==> src/rtl/img_pkg.sv <==
// Shared pixel/window types and the packing rule for 5x5 windows.
package img_pkg;

    localparam int unsigned PIX_W = 8;
    localparam int unsigned WIN_N = 5;
    localparam int unsigned WIN_W = WIN_N * WIN_N * PIX_W;
    localparam int unsigned LB_N  = WIN_N - 1;

    typedef logic [PIX_W-1:0] pix_t;
    typedef logic [WIN_W-1:0] win_t;

    // Bit offset of pixel (r,c); r=0 is the oldest row, c=0 the leftmost column.
    function automatic int unsigned idx(input int unsigned r, input int unsigned c);
        return (WIN_N * r + c) * PIX_W;
    endfunction

endpackage

==> src/rtl/window_5x5_gen_if.sv <==
// Pixel-in / window-out stream bundle of window_5x5_gen.
interface window_5x5_gen_if #(
    parameter int unsigned IMG_W = 64,
    parameter int unsigned IMG_H = 64
);
    import img_pkg::*;

    localparam int unsigned CW = $clog2(IMG_W);
    localparam int unsigned RW = $clog2(IMG_H);

    pix_t          pix_in;
    logic          in_valid;
    logic          in_ready;
    win_t          window_out;
    logic          out_valid;
    logic          out_ready;
    logic [RW-1:0] win_row;
    logic [CW-1:0] win_col;
    logic          frame_last;

    modport master (
        output pix_in, in_valid, out_ready,
        input  in_ready, window_out, out_valid, win_row, win_col, frame_last
    );

    modport slave (
        input  pix_in, in_valid, out_ready,
        output in_ready, window_out, out_valid, win_row, win_col, frame_last
    );

endinterface

==> src/rtl/line_buffer_ram.sv <==
// One image row of pixels: synchronous write, asynchronous read (read-before-write).
module line_buffer_ram
    import img_pkg::*;
#(
    parameter int unsigned DEPTH = 64,
    localparam int unsigned AW = $clog2(DEPTH)
) (
    input  logic          clk,
    input  logic          we,
    input  logic [AW-1:0] addr,
    input  pix_t          wdata,
    output pix_t          rdata
);

    pix_t mem [DEPTH];

    always_ff @(posedge clk) begin
        if (we) begin
            mem[addr] <= wdata;
        end
    end

    assign rdata = mem[addr];

endmodule

==> src/rtl/window_5x5_gen.sv <==
// Raster-order pixel stream in, one 5x5 neighbourhood out per fully-interior pixel position.
module window_5x5_gen
    import img_pkg::*;
#(
    parameter int unsigned IMG_W = 64,
    parameter int unsigned IMG_H = 64,
    localparam int unsigned CW = $clog2(IMG_W),
    localparam int unsigned RW = $clog2(IMG_H)
) (
    input logic             clk,
    input logic             rst,
    window_5x5_gen_if.slave bus
);

    logic          accept, emit, col_last, row_last;
    logic [CW-1:0] col_q, col_d;
    logic [RW-1:0] row_q, row_d;
    win_t          win_q, win_d;
    logic          out_valid_q, out_valid_d;
    logic          frame_last_q, frame_last_d;
    logic [RW-1:0] win_row_q, win_row_d;
    logic [CW-1:0] win_col_q, win_col_d;
    pix_t          lb_rd [LB_N];
    pix_t          lb_wr [LB_N];
    pix_t          col_vec [WIN_N];

    assign bus.in_ready = !out_valid_q || bus.out_ready;
    assign accept       = bus.in_valid && bus.in_ready;
    assign col_last     = col_q == CW'(IMG_W - 1);
    assign row_last     = row_q == RW'(IMG_H - 1);
    assign emit         = (row_q >= RW'(WIN_N - 1)) && (col_q >= CW'(WIN_N - 1));

    // lb[0] holds the previous row; each accept pushes the column one buffer deeper.
    for (genvar k = 0; k < LB_N; k++) begin : g_lb
        if (k == 0) begin : g_head
            assign lb_wr[k] = bus.pix_in;
        end else begin : g_tail
            assign lb_wr[k] = lb_rd[k-1];
        end
        assign col_vec[LB_N-1-k] = lb_rd[k];

        line_buffer_ram #(
            .DEPTH (IMG_W)
        ) u_ram (
            .clk   (clk),
            .we    (accept),
            .addr  (col_q),
            .wdata (lb_wr[k]),
            .rdata (lb_rd[k])
        );
    end
    assign col_vec[WIN_N-1] = bus.pix_in;

    always_comb begin
        col_d        = col_q;
        row_d        = row_q;
        win_d        = win_q;
        out_valid_d  = out_valid_q && !bus.out_ready;
        frame_last_d = frame_last_q && out_valid_d;
        win_row_d    = win_row_q;
        win_col_d    = win_col_q;
        if (accept) begin
            col_d = col_last ? '0 : col_q + CW'(1);
            if (col_last) begin
                row_d = row_last ? '0 : row_q + RW'(1);
            end
            for (int r = 0; r < WIN_N; r++) begin
                for (int c = 0; c < WIN_N - 1; c++) begin
                    win_d[idx(r, c) +: PIX_W] = win_q[idx(r, c + 1) +: PIX_W];
                end
                win_d[idx(r, WIN_N - 1) +: PIX_W] = col_vec[r];
            end
            // Accept implies any pending window is consumed this cycle.
            out_valid_d  = emit;
            frame_last_d = emit && col_last && row_last;
            win_row_d    = row_q;
            win_col_d    = col_q;
        end
    end

    always_ff @(posedge clk) begin
        if (rst) begin
            col_q        <= '0;
            row_q        <= '0;
            win_q        <= '0;
            out_valid_q  <= 1'b0;
            frame_last_q <= 1'b0;
            win_row_q    <= '0;
            win_col_q    <= '0;
        end else begin
            col_q        <= col_d;
            row_q        <= row_d;
            win_q        <= win_d;
            out_valid_q  <= out_valid_d;
            frame_last_q <= frame_last_d;
            win_row_q    <= win_row_d;
            win_col_q    <= win_col_d;
        end
    end

    assign bus.window_out = win_q;
    assign bus.out_valid  = out_valid_q;
    assign bus.frame_last = frame_last_q;
    assign bus.win_row    = win_row_q;
    assign bus.win_col    = win_col_q;

endmodule

==> src/flat_wrapper.sv <==
// flat-port wrapper written by rule: the top's interface ports become plain ports
module window_5x5_gen_flat import img_pkg::*;
#(
    parameter int unsigned IMG_W = 64,
    parameter int unsigned IMG_H = 64,
    localparam int unsigned CW = $clog2(IMG_W),
    localparam int unsigned RW = $clog2(IMG_H)
)
  (clk, rst, bus_pix_in, bus_in_valid, bus_out_ready, bus_in_ready, bus_window_out, bus_out_valid, bus_win_row, bus_win_col, bus_frame_last);
  window_5x5_gen_if #(.IMG_W(IMG_W), .IMG_H(IMG_H)) bus_i ();
  input logic clk;
  input logic rst;
  input wire logic [$bits(bus_i.pix_in)-1:0] bus_pix_in;
  input wire logic [$bits(bus_i.in_valid)-1:0] bus_in_valid;
  input wire logic [$bits(bus_i.out_ready)-1:0] bus_out_ready;
  output wire logic [$bits(bus_i.in_ready)-1:0] bus_in_ready;
  output wire logic [$bits(bus_i.window_out)-1:0] bus_window_out;
  output wire logic [$bits(bus_i.out_valid)-1:0] bus_out_valid;
  output wire logic [$bits(bus_i.win_row)-1:0] bus_win_row;
  output wire logic [$bits(bus_i.win_col)-1:0] bus_win_col;
  output wire logic [$bits(bus_i.frame_last)-1:0] bus_frame_last;
  assign bus_i.pix_in = bus_pix_in;
  assign bus_i.in_valid = bus_in_valid;
  assign bus_i.out_ready = bus_out_ready;
  assign bus_in_ready = bus_i.in_ready;
  assign bus_window_out = bus_i.window_out;
  assign bus_out_valid = bus_i.out_valid;
  assign bus_win_row = bus_i.win_row;
  assign bus_win_col = bus_i.win_col;
  assign bus_frame_last = bus_i.frame_last;
  window_5x5_gen #(.IMG_W(IMG_W), .IMG_H(IMG_H)) u_core (.clk(clk), .rst(rst), .bus(bus_i));
endmodule
==> config.mk <==
export PLATFORM = sky130hd
export DESIGN_NAME = window_5x5_gen_flat
export DESIGN_NICKNAME = d
export VERILOG_FILES = /design/src/rtl/img_pkg.sv /design/src/rtl/window_5x5_gen_if.sv /design/src/rtl/line_buffer_ram.sv /design/src/rtl/window_5x5_gen.sv /design/src/flat_wrapper.sv
export SDC_FILE = /design/constraint.sdc
export NUM_CORES = 2
export LEC_CHECK = 0
export CORE_MARGIN = 8
export CORE_UTILIZATION = 40
export DETAILED_ROUTE_END_ITERATION = 6
export PLACE_DENSITY = 0.65
export RECOVER_POWER = 50
export SLEW_MARGIN = 15
export SYNTH_ARGS = -nofsm -noshare
export SYNTH_HDL_FRONTEND = slang
export SYNTH_SLANG_ARGS = --single-unit
==> constraint.sdc <==
create_clock -name clk -period 4.97 [get_ports clk]
set_input_delay 0.994 -clock clk [delete_from_list [all_inputs] [get_ports clk]]
set_output_delay 0.994 -clock clk [all_outputs]
set_load 0.01 [all_outputs]
# Word-level counts from Yosys, hierarchy flattened
# Memories as Yosys holds them, arrays and structs flattened. A register that Yosys moved wholly into a read port is not among the register bits.
# Index checks and enable logic that the tools add are counted.
# totals
reg_bits	226
n_memories	4
output_inout_bits	215
wordCells	39
in_bits	12
ramBits	2048
# memory_table
name	words	width	rd	rd_clocked_by_memory_dff	wr	line	source
u_core.g_lb[0].u_ram.mem	64	8	1	1	1	line_buffer_ram.sv:15	pix_t mem [DEPTH];
u_core.g_lb[1].u_ram.mem	64	8	1	1	1	line_buffer_ram.sv:15	
u_core.g_lb[2].u_ram.mem	64	8	1	1	1	line_buffer_ram.sv:15	
u_core.g_lb[3].u_ram.mem	64	8	1	1	1	line_buffer_ram.sv:15	
# op_classes
addsub	2
eq_ne	2
magnitude_cmp	2
muxes	12
n_reduce_logical	10
# op_table
operator	count
two-way mux 6 bit	8
adder 6 x 1 -> 6 bit (second input constant)	2
equality test 6 bit (second input constant)	2
>= comparator 6 x 3 -> 1 bit (second input constant)	2
logical AND 1 bit	6
two-way mux 1 bit	4
logical NOT 1 bit	2
AND reduction 2 bit	1
logical OR 1 bit	1

# Logic depth before layout (Yosys ltp)
# logic_depth
depth_word	5
depth_mapped	11
depth_no_buf	7

# By module
# Synthesis repeated with hierarchy kept, for this count alone.
# hier_totals
cells_unflattened	5655
area_unflattened_um2	89015.4
# by_module_without_submodules
module	area_each_um2	seq_area_each_um2	cells_each	n_inst
line_buffer_ram	20289.5	15374.7	1163	4
window_5x5_gen	7857.5	4524.3	1003	1

# Least setup slack after synthesis
# Ideal clock, no wire load.
# synth_path
kind	input to register
startpoint	input port bus_out_ready
endpoint	memory u_core.g_lb[0].u_ram.mem[25][0] (netlist bit) (enable)
slack_ps	0
t_required_ps	4509
setup_time_ps	461
stages	7
n_path_buf	3
arrival_ps	4509
path_cell_list	nand2b_1 > and2_1 > clkbuf_1 > clkbuf_1 > clkbuf_1 > nand2_1 > nor3_1
# synth_via
elab_chain_len	4
# synth_lines
item	line	source
start, declared	flat_wrapper.sv:15	input wire logic [$bits(bus_i.out_ready)-1:0] bus_out_ready;
logical OR 1 bit	window_5x5_gen.sv:27	assign bus.in_ready = !out_valid_q || bus.out_ready;
logical AND 1 bit	window_5x5_gen.sv:28	assign accept = bus.in_valid && bus.in_ready;
two-way mux 1 bit	line_buffer_ram.sv:18	if (we) begin
two-way mux 1 bit (not written as such)	line_buffer_ram.sv:19	mem[addr] <= wdata;
end, declared	line_buffer_ram.sv:15	
# No other way between the ends.

# Final worst setup path
# layout_path
startpoint	register u_core.col_q[0]
endpoint	memory u_core.g_lb[2].u_ram.mem[21][6] (netlist bit) (enable)
# layout_lines
item	line	source
start, declared	window_5x5_gen.sv:16	logic [CW-1:0] col_q, col_d;
start signal, assigned	window_5x5_gen.sv:91	col_q <= col_d;
end, declared	line_buffer_ram.sv:15	
# Straight into the memory's write port.

==> impl_metrics.csv <==
group,metric,value,unit
cts,root_buffer,"clkbuf_16",
finish,seqCellArea,66200,µm²
cts,clock-sinks,2280,
route,vias,47800,
min_path,holdPathStages,2,
floorplanning,die_w,484,µm
min_path,worstHoldStart,"u_core.bus.window_out[165]",
setup_path,startpoint_type,"flip-flop",
sta,max-slew-margin-rel,-153,%
route,drc,0,
route,dr.pass1.iters,6,
yosys,syn_area,87500,µm²
finish,nNetsFinal,5221,
sta,setup_viol,0,
cts,ctsResizeCount,0,
finish,final_cells,8247,
min_path,whs_endpoint,"u_core.bus.window_out[165]",
status,outcome,"complete, but fails checks",
sta,rsz0062_at_grt,"no",
sta,setup_tns,0,ps
finish,drive_gt1_share,18.4,%
floorplanning,io_pins,227,
yosys,yosysMostFrequentCell,"edfxtp_1",
global_routing,grt_pass1_vias,46900,
cts,cts_made_buffers,219,
yosys,syn_area_per_cell,18.1,µm²
pwr,power_switching,8.97,mW
setup_path,r2r_end,"u_core.g_lb[2].u_ram.mem[21][6]",
yosys,synthTopCellsByArea,"edfxtp_1 (70%), mux4_2 (8.8%), dfxtp_1 (5.3%), mux2i_1 (3.5%), nand2_1 (2.4%)",
cts,clk_pin_slew_worst_paths,60,ps
sta,finClkSkew,44.1,ps
min_path,min_path_type,"flip-flop to flip-flop",
floorplanning,fp.dieH,484,µm
global_routing,antenna_found_initial,7,
pwr,p_per_area,400,nW/µm²
finish,fillers,18100,
pwr,switching_share,22.1,%
yosys,synthTopCellsByCount,"edfxtp_1 (2,048), nand2_1 (549), mux4_2 (343), mux2i_1 (309)",
setup_path,end_kind,"flip-flop",
place,dpl.cell_count,7838,
setup_path,worstRegToRegCells,5,
yosys,yosysWarnings,0,
place,gp_congestion,0.873,
cts,postCtsSetupBuffers,0,
pwr,irDropWorstVdd,0.276,mV
setup_path,crit_fanout,28,
sta,finalHoldViolCount,0,
status,violations,"capacitance limit, slew limit",
pwr,seq_power_share,53.2,%
route,wirelength,239,mm
yosys,synth_nets,4858,
global_routing,grt_max_degree,175,
yosys,synthFlopType,"edfxtp_1",
cts,ctsHoldBuffers,0,
route,drtIter0Drc,5791,
setup_path,worstPathRequired,5430,ps
sta,period_needed,4570,ps
floorplanning,core,217000,µm²
sta,drv_slew,949,
cts,cts_max_level,4,
global_routing,grt_usage,19.7,%
setup_path,r2r_start,"u_core.col_q[0]",
run,drv_cap,23,
route,routedWlPerCell,29.0,µm
yosys,synthDistinctLibCells,74,
floorplanning,start_util,40.3,%
setup_path,worstPathArrival,5020,ps
place,port_buffers,226,
sta,fin_crit_sh,91.9,%
setup_path,crit_start,"u_core.col_q[0]",
route,route.detailed.vias_per_inst,5.79,
pwr,p_comb_share,6.0,%
pwr,p_int,31.5,mW
cts,insertion_delay,850,ps
yosys,synth_edf_count,2048,
pwr,power_frac_clock,40.8,%
setup_path,path_class,"flip-flop to flip-flop",
pwr,p_leak,31.7,nW
finish,fin_util,46.7,%
yosys,ys_ff_latch,2280,
finish,multi_input_area,20200,µm²
cts,clock_path_buffers,3,
yosys,synthArstFlopShare,0,%
floorplanning,die_area,234000,µm²
global_routing,grt_remaining_overflow,0,
place,dp_hpwl,144,mm
sta,worst_pin_slew,3790,ps
floorplanning,num_rows,171,
global_routing,grt_pass1_wl,343,mm
yosys,synth.top_cell.area_share,70.3,%
yosys,syn_inst,4842,
yosys,yosysTopAreaCell,"edfxtp_1",
sta,fmaxAchievable,219,MHz
route,ant_nets,0,
yosys,ys_seq_area_share,75.6,%
finish,syn2layout_area_growth,15.8,%
setup_path,rrSetupSlack,400,ps
cts,cts_tree,"done",
==> metrics by stage <==
stage	cell area (µm²)	setup WS [ps]	hold WS [ps]	total power, mW
final	101000	403	450	40.5
after global placement	94600	877	441	24.3
after detailed placement	94600	878	446	24.4
after CTS	102000	1010	455	40.8
after floorplan	87500	0.415	457	23.2
after global routing	101000	364	470	41.6
==> sequential cells by signal, summed over array words and instances (netlist names), named ones only <==
name                   flops
u_core.bus.win_row         6
u_core.col_q               6
u_core.bus.win_col         6
u_core.row_q               6
u_core.bus.out_valid       1
u_core.bus.frame_last      1
u_core.g_lb.u_ram.mem   2048
u_core.bus.window_out    200
==> critical path, stage by stage, from the launching register on <==
cell and delay [ps]:
dfxtp_1 1330, nand2_1 560, nor2_1 550, nand2_1 600, nor2_1 550, buf_4 510
==> routing by layer <==
layer	wire length [µm]	GRT usage [%]	vias to the layer above
met4	8020	5.99	0
met2	112000	31.5	2219
li1	-	-	20000
met1	97700	27.3	25100
met5	0	0	-
met3	20800	4.26	385
==> cell usage in the layout, fill, tap and decap left out, types with 46 or more instances in the layout <==
cell type         n
clkbuf_16       222
dfxtp_1         224
edfxtp_1       2048
mux4_2          343
buf_4           119
a221oi_1         53
nor2_1          109
clkbuf_1         90
dlygate4sd3_1   215
nor2_4           46
mux2i_1         309
a22oi_1         101
a21oi_1         232
nand2_1         538
nand3_1          55
==> worst max-delay path by stage <==
stage	to	slack, ps
floorplan	u_core.g_lb[0].u_ram.mem[25][0]	0.4
global placement	u_core.g_lb[2].u_ram.mem[32][7]	880
detailed placement	u_core.g_lb[2].u_ram.mem[32][7]	880
CTS	u_core.g_lb[1].u_ram.mem[17][6]	1010
global route	u_core.g_lb[0].u_ram.mem[26][0]	360
finish	u_core.g_lb[2].u_ram.mem[21][6]	400
==> layout make-up <==
cell class / count / area share, %
Timing Repair Buffer: 443 / 4.16
Clock buffer: 290 / 5.86
Clock inverter: 117 / 1.17
Antenna cell: 2 / 0.00494
Multi-Input combinational cell: 2252 / 19.9
Tap cell: 2854 / 3.52
Sequential cell: 2280 / 65.3
Inverter: 9 / 0.0358
==> power by group through the flow <==
stage	Clock [mW]	Sequential (mW)	Combinational, mW
6_report	16.5	21.5	2.43
5_1_grt	17.5	21.5	2.57
3_3_place_gp	0	21.9	2.41
2_1_floorplan	0	21.9	1.25
3_5_place_dp	0	21.9	2.47
4_1_cts	16.8	21.5	2.47
==> logic make-up (layout without fill, tap and decap cells) <==
| kind of cell | count (synthesis) | count (layout) | synth area share (%) |
|---|---|---|---|
| flops | 2280 | 2280 | 75.6 |
| simple gates | 885 | 885 | 4.24 |
| mux | 695 | 695 | 12.9 |
| compound gates | 663 | 663 | 5.23 |
| buf+inv | 310 | 859 | 1.89 |
| xor+xnor | 5 | 5 | 0.0501 |
| fa+ha+maj | 4 | 4 | 0.0572 |
| other cells | 0 | 2 | 0 |
Power figures use the tool's default switching activity.
